`config.mk`:
```
export PLATFORM = sky130hd
export DESIGN_NAME = clock_set_ctrl_flat
export DESIGN_NICKNAME = d
export VERILOG_FILES = /design/src/rtl/clock_pkg.sv /design/src/rtl/clock_set_ctrl_if.sv /design/src/rtl/bcd_mod_counter.sv /design/src/rtl/clock_set_ctrl.sv /design/src/flat_wrapper.sv
export SDC_FILE = /design/constraint.sdc
export NUM_CORES = 1
export LEC_CHECK = 0
export BUFFER_PORTS_ARGS = -buffer_cell sky130_fd_sc_hd__buf_2
export CAP_MARGIN = 20
export CORE_MARGIN = 1
export CORE_UTILIZATION = 45
export DETAILED_ROUTE_END_ITERATION = 6
export PLACE_DENSITY = 0.66
export SYNTH_ARGS = -nofsm -noshare
export SYNTH_HDL_FRONTEND = slang
export SYNTH_SLANG_ARGS = --single-unit
```
`constraint.sdc`:
```
create_clock -name CP -period 1.9 [get_ports CP]
set_input_delay 0.285 -clock CP [delete_from_list [all_inputs] [get_ports CP]]
set_output_delay 0.285 -clock CP [all_outputs]
set_load 0.02 [all_outputs]
```
`src/rtl/clock_pkg.sv`:
```
// Shared types for the clock setter: mode encodings and BCD field maxima.
// Imported by the interface, the BCD counter and the top level.
package clock_pkg;

   typedef enum logic [1:0] {
      RUN      = 2'b00,
      SET_HOUR = 2'b01,
      SET_MIN  = 2'b10,
      SET_SEC  = 2'b11
   } mode_t;

   localparam logic [7:0] SEC_MAX  = 8'h59;
   localparam logic [7:0] MIN_MAX  = 8'h59;
   localparam logic [7:0] HOUR_MAX = 8'h23;

endpackage

```
`src/rtl/clock_set_ctrl_if.sv`:
```
// Bundle between the clock controller and its user.
// Inputs: tick_1hz, mode_btn, inc_btn (one-cycle pulses).
// Outputs: hour/min/sec BCD, mode, blink, carry_day.
interface clock_set_ctrl_if;
   import clock_pkg::*;

   logic       tick_1hz;
   logic       mode_btn;
   logic       inc_btn;
   logic [7:0] hour_bcd;
   logic [7:0] min_bcd;
   logic [7:0] sec_bcd;
   mode_t      mode;
   logic       blink;
   logic       carry_day;

   modport master (
      output tick_1hz, mode_btn, inc_btn,
      input  hour_bcd, min_bcd, sec_bcd,
      input  mode, blink, carry_day
   );

   modport slave (
      input  tick_1hz, mode_btn, inc_btn,
      output hour_bcd, min_bcd, sec_bcd,
      output mode, blink, carry_day
   );

endinterface

```
`src/rtl/bcd_mod_counter.sv`:
```
// Two-digit BCD counter wrapping MAX -> 00.
// Ports: CP, reset (sync, active-low), inc, value[7:0], wrap (comb).
module bcd_mod_counter
   import clock_pkg::*;
#(
   parameter logic [7:0] MAX = SEC_MAX
) (
   input  logic       CP,
   input  logic       reset,
   input  logic       inc,
   output logic [7:0] value,
   output logic       wrap
);

   logic [3:0] lo;
   logic [3:0] hi;

   assign lo   = value[3:0];
   assign hi   = value[7:4];
   assign wrap = inc & (value == MAX);

   always_ff @(posedge CP) begin
      if (!reset) begin
         value <= 8'h00;
      end else if (inc) begin
         if (value == MAX)
            value <= 8'h00;
         else if (lo == 4'd9)
            value <= {hi + 4'd1, 4'h0};
         else
            value <= {hi, lo + 4'd1};
      end
   end

endmodule

```
`src/rtl/clock_set_ctrl.sv`:
```
// Time-of-day clock with RUN and three field-set modes plus blink strobe.
// Ports: CP, reset (sync, active-low), bus (clock_set_ctrl_if.slave).
module clock_set_ctrl
   import clock_pkg::*;
#(
   parameter int BLINK_CYCLES = 16
) (
   input  logic             CP,
   input  logic             reset,
   clock_set_ctrl_if.slave  bus
);

   localparam int CW = $clog2(BLINK_CYCLES + 1);

   mode_t         mode;
   mode_t         mode_n;
   logic          blink;
   logic          blink_n;
   logic          carry_day;
   logic          carry_n;
   logic [CW-1:0] cnt;
   logic [CW-1:0] cnt_n;

   logic       run;
   logic       inc_ok;
   logic       sec_inc;
   logic       min_inc;
   logic       hour_inc;
   logic       sec_wrap;
   logic       min_wrap;
   logic       hour_wrap;
   logic [7:0] hours;
   logic [7:0] mins;
   logic [7:0] secs;

   assign run    = (mode == RUN);
   // A mode press swallows a coincident inc press.
   assign inc_ok = bus.inc_btn & ~bus.mode_btn;

   // In RUN the fields chain through their wrap outputs; in set modes
   // only the selected field moves and nothing carries.
   assign sec_inc  = run ? bus.tick_1hz : (inc_ok & (mode == SET_SEC));
   assign min_inc  = run ? sec_wrap     : (inc_ok & (mode == SET_MIN));
   assign hour_inc = run ? min_wrap     : (inc_ok & (mode == SET_HOUR));

   bcd_mod_counter #(.MAX(SEC_MAX)) u_sec (
      .CP    (CP),
      .reset (reset),
      .inc   (sec_inc),
      .value (secs),
      .wrap  (sec_wrap)
   );

   bcd_mod_counter #(.MAX(MIN_MAX)) u_min (
      .CP    (CP),
      .reset (reset),
      .inc   (min_inc),
      .value (mins),
      .wrap  (min_wrap)
   );

   bcd_mod_counter #(.MAX(HOUR_MAX)) u_hour (
      .CP    (CP),
      .reset (reset),
      .inc   (hour_inc),
      .value (hours),
      .wrap  (hour_wrap)
   );

   always_ff @(posedge CP) begin
      if (!reset) begin
         mode      <= RUN;
         blink     <= 1'b0;
         cnt       <= '0;
         carry_day <= 1'b0;
      end else begin
         mode      <= mode_n;
         blink     <= blink_n;
         cnt       <= cnt_n;
         carry_day <= carry_n;
      end
   end

   always_comb begin
      mode_n  = mode;
      blink_n = blink;
      cnt_n   = cnt;
      carry_n = run & hour_wrap;

      if (bus.mode_btn) begin
         unique case (mode)
            RUN:      mode_n = SET_HOUR;
            SET_HOUR: mode_n = SET_MIN;
            SET_MIN:  mode_n = SET_SEC;
            SET_SEC:  mode_n = RUN;
         endcase
      end

      // Entering a set mode or editing restarts the blink phase lit.
      if (mode_n == RUN) begin
         blink_n = 1'b0;
         cnt_n   = '0;
      end else if (bus.mode_btn | bus.inc_btn) begin
         blink_n = 1'b1;
         cnt_n   = '0;
      end else if (cnt == CW'(BLINK_CYCLES - 1)) begin
         blink_n = ~blink;
         cnt_n   = '0;
      end else begin
         cnt_n = cnt + CW'(1);
      end
   end

   assign bus.hour_bcd  = hours;
   assign bus.min_bcd   = mins;
   assign bus.sec_bcd   = secs;
   assign bus.mode      = mode;
   assign bus.blink     = blink;
   assign bus.carry_day = carry_day;

endmodule

```
`src/flat_wrapper.sv`:
```
// flat-port wrapper written by rule: the top's interface ports become plain ports
module clock_set_ctrl_flat import clock_pkg::*;
#(
   parameter int BLINK_CYCLES = 16
)
  (CP, reset, bus_tick_1hz, bus_mode_btn, bus_inc_btn, bus_hour_bcd, bus_min_bcd, bus_sec_bcd, bus_mode, bus_blink, bus_carry_day);
  clock_set_ctrl_if bus_i ();
  input  logic CP;
  input  logic reset;
  input wire logic [$bits(bus_i.tick_1hz)-1:0] bus_tick_1hz;
  input wire logic [$bits(bus_i.mode_btn)-1:0] bus_mode_btn;
  input wire logic [$bits(bus_i.inc_btn)-1:0] bus_inc_btn;
  output wire logic [$bits(bus_i.hour_bcd)-1:0] bus_hour_bcd;
  output wire logic [$bits(bus_i.min_bcd)-1:0] bus_min_bcd;
  output wire logic [$bits(bus_i.sec_bcd)-1:0] bus_sec_bcd;
  output wire logic [$bits(bus_i.mode)-1:0] bus_mode;
  output wire logic [$bits(bus_i.blink)-1:0] bus_blink;
  output wire logic [$bits(bus_i.carry_day)-1:0] bus_carry_day;
  assign bus_i.tick_1hz = bus_tick_1hz;
  assign bus_i.mode_btn = bus_mode_btn;
  assign bus_i.inc_btn = bus_inc_btn;
  assign bus_hour_bcd = bus_i.hour_bcd;
  assign bus_min_bcd = bus_i.min_bcd;
  assign bus_sec_bcd = bus_i.sec_bcd;
  assign bus_mode = bus_i.mode;
  assign bus_blink = bus_i.blink;
  assign bus_carry_day = bus_i.carry_day;
  clock_set_ctrl #(.BLINK_CYCLES(BLINK_CYCLES)) u_core (.CP(CP), .reset(reset), .bus(bus_i));
endmodule
```
==> metrics.txt, run 1 <==
Post-DP Area=2180 µm²; gr ovfl total=0; worst-margin pin slew=approximately 0.4 ns; CP max FO=8; ys async rst share=0; H-tree depth=2; Worst Slack Setup Final=0.136 ns; clock sink count=33; status=finished, final reports clean; drt pass-1 iters=4; largest net degree at the start of global routing=13; setup TNS=0 ns; cells after synthesis=210; Tmin final=1.76 ns; total power=0.00142 W; share of cells above drive strength 1=0.263; number of remaining DRC errors=0; Vias/cell=5.43; wirelength, routed=3910 µm; worst slack, placed=0.0711 ns; Layout fillers=385; DR vias=1657; WL/cell=12.8 µm; Antenna diodes=0; Final Max Tran Viols=0; sequential cell area fraction in the yosys report=0.350; Fmax=about 0.57 GHz; core area=around 4000 µm²; Nets=about 280; initial antenna violation count=0; leakage=between 0.9 and 1 nW; fin crit share=0.928; CP Capture Type=flop; CTS root buf=clkbuf_8; vias in the first global route=1444; first-pass GRT wire length=approximately 6300 µm; TritonCTS clock tree=built; Fin Hold WS=roughly 0.28 ns; clock tree buffer depth=2; Fin. Hold Viols=0; Placer Congestion=0.750; yosys warns=0; clk_lat worst skew=0.28 ns; VDD IR max=around 380 µV; number of synthesized register bits=33; final instance area=2270 µm²; CP Class=flop to flop; area grow syn2layout=20.2%; total track usage=0.186; post-synthesis cell type count=46; Die Ht=roughly 67 µm; port buffer count=32; post-DP HPWL=2950 µm; Post-Syn Area=1890 µm²; Primary FF master, synth=dfxtp_1; Req. time, crit path=2.12 ns; number of max-cap violations=0; Arrival @ worst endpoint=1.98 ns; Hold WC Path Type=input port to flop; clk slew on worst S/H paths=roughly 0.070 ns; post-route ant nets=0; Iteration-0 DRC Markers=64; hold_buf cts=0; placement row count=23; die area=4460 µm²; Synth Area per Inst=~9 µm²; Starting Density=0.472; skew final=~0.0059 ns; I/O pin count=33; Power Dens Cells=627 nW/µm²; Syn Nets=approximately 230; max_slew headroom=0.729; Num CTS Buffers=5; Critical Path Source Type=flop; RSZ-0062 raised after global routing=false; post-CTS setup buffer count=0; final setup fails=0; Die Width=66.8 µm; number of enable-type register cells in the synthesized netlist=0
[logic make-up after synthesis]
family	count (synthesis)	share of synthesized area
compound gates	46	0.176
flops	33	0.350
xor+xnor	3	0.0139
buf+inv	22	0.0497
simple gates	81	0.254
fa+ha+maj	18	0.119
mux	7	0.0371
[timing repair]
action,CTS,global route
endpoints found under the hold margin,0,0
resized for setup,0,3
endpoints found under the setup margin,0,7
[state kept, by name (all words and copies together), names as in the netlist]
register / count
u_core.bus.blink: 1
u_core.cnt: 5
u_core.u_sec.value: 8
u_core.bus.mode: 2
u_core.u_hour.value: 8
u_core.bus.carry_day: 1
u_core.u_min.value: 8
[stage by stage]
step,cells,utilization
floorplan,210,-
global placement,298,0.545
detailed placement,298,0.545
CTS,305,0.566
global route,305,0.567
finish,305,0.567
[layer usage]
| layer | share of wire | up-vias | global-route usage |
|---|---|---|---|
| met2 | 0.45 | 34 | 0.287 |
| met4 | 0.014 | 0 | 0.0718 |
| met3 | 0.038 | 8 | 0.0462 |
| met5 | 0 | - | 0 |
| li1 | - | 858 | - |
| met1 | 0.50 | 757 | 0.248 |
[power breakdown]
group,switching (W),internal (W),total [W]
logic,0.0000972,0.0000702,0.000167
clock network,0.000244,0.000287,0.000531
registers,0.0000142,0.000710,0.000724
[synth_stat cells, types with 4 or more instances]
library cell	n	area [µm²]
dfxtp_1	33	661
nor2_1	22	82.6
ha_1	18	225
inv_1	13	48.8
o21ai_0	13	65.1
a21oi_1	11	55.1
nand3_1	9	45.0
nand2_1	8	30.0
mux2i_1	7	70.1
or3_1	6	37.5
and3b_1	5	43.8
o311ai_0	5	43.8
or4_1	4	30.0
[area by class of cell]
cell class	count	area (µm²)	share of cell area
timing repair buffer	47	273	0.120
sequential	33	662	0.292
inverter	13	48.8	0.0215
multi-input combinational	155	1140	0.501
clock buffer	7	86.3	0.0381
tap	50	62.6	0.0276
[layout by cell type, fill, tap and decap left out, types with 4 or more instances in the layout]
| cell type | n |
|---|---|
| a21oi_1 | 11 |
| buf_2 | 32 |
| buf_4 | 15 |
| clkbuf_8 | 6 |
| dfxtp_1 | 32 |
| ha_1 | 18 |
| inv_1 | 13 |
| mux2i_1 | 7 |
| nand2_1 | 8 |
| nand3_1 | 9 |
| nor2_1 | 22 |
| o21ai_0 | 13 |
| o311ai_0 | 5 |
| or3_1 | 6 |
| or4_1 | 4 |
[critical path: stages (launching register included)]
cell	delay, ns
dfxtp_2	0.33
inv_1	0.05
ha_1	0.23
and4bb_4	0.36
a31oi_4	0.07
buf_4	0.19
or3_1	0.33
a21oi_1	0.15
[worst paths after layout]
path / endpoint / slack (ns) / depth (start not counted) / from
max: u_core.u_min.value[1] / 0.14 / 7 / u_core.bus.mode[0]
min: u_core.bus.blink / 0.28 / 3 / bus_inc_btn
max reg2reg: u_core.u_min.value[1] / 0.14 / 7 / u_core.bus.mode[0]
min reg2reg: u_core.cnt[0] / 0.46 / 1 / u_core.cnt[0]
No activity file was read; power rests on OpenSTA's default activity.
==> inputs of run 2 (changes only) <==
clock period = 2.25 ns   (was 1.9 ns; I/O delays follow)
==> metrics.txt, run 2 (synthesis results as in run 1) <==
post-DP HPWL=2820 µm (-4.4%); wirelength, routed=3910 µm (about the same); WL/cell=13.3 µm (+4.2%); share of cells above drive strength 1=0.210 (-0.0529); worst slack, placed=0.278 ns (+0.207 ns); largest net degree at the start of global routing=22 (+9); DR vias=1594 (-3.8%); port buffer count=32 (unchanged); Worst Slack Setup Final=0.259 ns (+0.123 ns); total track usage=0.194 (+0.00752); first-pass GRT wire length=6490 µm (+3.4%); number of remaining DRC errors=0 (unchanged); CP max FO=15 (+7); clk slew on worst S/H paths=0.07 ns (about the same); clock power share=0.376 (+0.003); Final Max Tran Viols=0 (unchanged); Fmax=0.502 GHz (-11%); Top Registers=u_core.u_hour.value (8), u_core.u_min.value (8), u_core.u_sec.value (8); gr ovfl total=0 (unchanged); I/O pin count=33 (unchanged); final setup fails=0 (unchanged); Power Dens Cells=544 nW/µm² (-13%); CP max-delay cell=or4_1; drt pass-1 iters=4 (unchanged); Worst path max stage delay=0.54 ns (+0.18 ns); Flop pwr share=0.520 (+0.011); CP Class=flop to flop; worst-margin pin slew=0.560 ns (+0.153 ns); core area=4000 µm² (unchanged); initial antenna violation count=0 (unchanged); clk_lat worst skew=0.28 ns (about the same); Req. time, crit path=2.47 ns (+0.35 ns); Sw Pwr=0.000294 W (-17%); VDD IR max=405 µV (+5.7%); Tmin final=1.99 ns (+0.227 ns); H-tree depth=2 (unchanged); Fin. Hold Viols=0 (unchanged); status=finished, final reports clean; Hold WC Path Type=input port to flop; vias in the first global route=1432 (-0.83%); Starting Density=0.472 (unchanged); Iteration-0 DRC Markers=71 (+11%); TritonCTS clock tree=built; Comb power frac=0.104 (-0.014); Antenna diodes=0 (unchanged); die area=4460 µm² (unchanged); clock sink count=33 (unchanged); Vias/cell=5.44 (+0.14%); Placer Congestion=0.735 (-2.1%); fin crit share=0.885 (-0.0434); switching power share of the total=0.249 (-0.00139); post-CTS setup buffer count=0 (unchanged); commonest non-fill, non-tap cell in the layout=dfxtp_1; Num CTS Buffers=5 (unchanged); Die Ht=66.8 µm (unchanged); CTS root buf=clkbuf_8; Critical Path Source Type=flop; RSZ-0062 raised after global routing=false; hold_buf cts=0 (unchanged); crit path cell chain=inv_1, ha_1, and2_1, a31oi_4, or4_1, a21oi_1; post-route ant nets=0 (unchanged); setup TNS=0 ns (unchanged); skew final=0.00439 ns (-0.00148 ns); cell-internal power=0.000889 W (-17%); CP Capture Type=flop; max_slew headroom=0.622 (-0.107); leakage=0.936 nW (-5.9%); Nets=266 (-4.3%); clock tree buffer depth=2 (unchanged); # resized after CTS=0 (unchanged); most frequent cells in the layout=dfxtp_1, buf_2, nor2_1; Arrival @ worst endpoint=2.21 ns (+0.23 ns); area grow syn2layout=15.2%; placement row count=23 (unchanged); number of max-cap violations=0 (unchanged); Die Width=66.8 µm (unchanged)
run 2: cell types whose count changed in the layout (fill, tap and decap cells not counted), sizes merged:
cell / change
buf: -12
run 2: through the flow:
step	hold slack [ns]	utilization	total power, W	instance area (µm²)	std cells
3_5_place_dp	0.436	0.522	0.000751	2090	286
4_1_cts	0.343	0.543	0.00119	2170	293
6_report	0.348	0.543	0.00118	2170	293
3_3_place_gp	0.437	0.522	0.000749	2090	286
5_1_grt	0.375	0.543	0.00124	2170	293
2_1_floorplan	0.417	-	0.000715	1890	210
run 2: metal layers:
metal / up-vias / wire [µm] / global-route usage
li1: 831 / - / -
met2: 24 / 1830 / 0.316
met5: - / 0 / 0
met3: 5 / 135 / 0.0531
met4: 0 / 54 / 0.0691
met1: 734 / 1890 / 0.243
run 2: layout make-up:
cell class | instances | area, µm²
inverter | 13 | 48.8
multi-input combinational | 155 | 1130
tap | 50 | 62.6
clock buffer | 7 | 86.3
timing repair buffer | 35 | 183
sequential | 33 | 661
fill | 393 | 1830
run 2: path summary, 6_finish.rpt:
check,start,slack [ns],end,depth (start not counted)
worst min register to register,u_core.cnt[0],0.45,u_core.cnt[0],1
worst min-delay path,bus_inc_btn,0.35,u_core.bus.blink,3
worst max register to register,u_core.bus.mode[0],0.26,u_core.u_min.value[5],6
worst max-delay path,u_core.bus.mode[0],0.26,u_core.u_min.value[5],6
run 2: worst max-delay path, delay by kind of cell, from the launching register on:
| family | cells | cell delay [ns] |
|---|---|---|
| fa+ha+maj | 1 | 0.25 |
| compound gates | 2 | 0.37 |
| flops | 1 | 0.34 |
| buf+inv | 1 | 0.09 |
| simple gates | 2 | 0.87 |
run 2: power by group through the flow:
stage	Sequential (W)	Clock [W]	Combinational (W)
floorplan	0.000642	0	0.0000727
global placement	0.000627	0	0.000122
detailed placement	0.000628	0	0.000123
CTS	0.000616	0.000455	0.000124
global route	0.000618	0.000482	0.000138
finish	0.000615	0.000444	0.000123
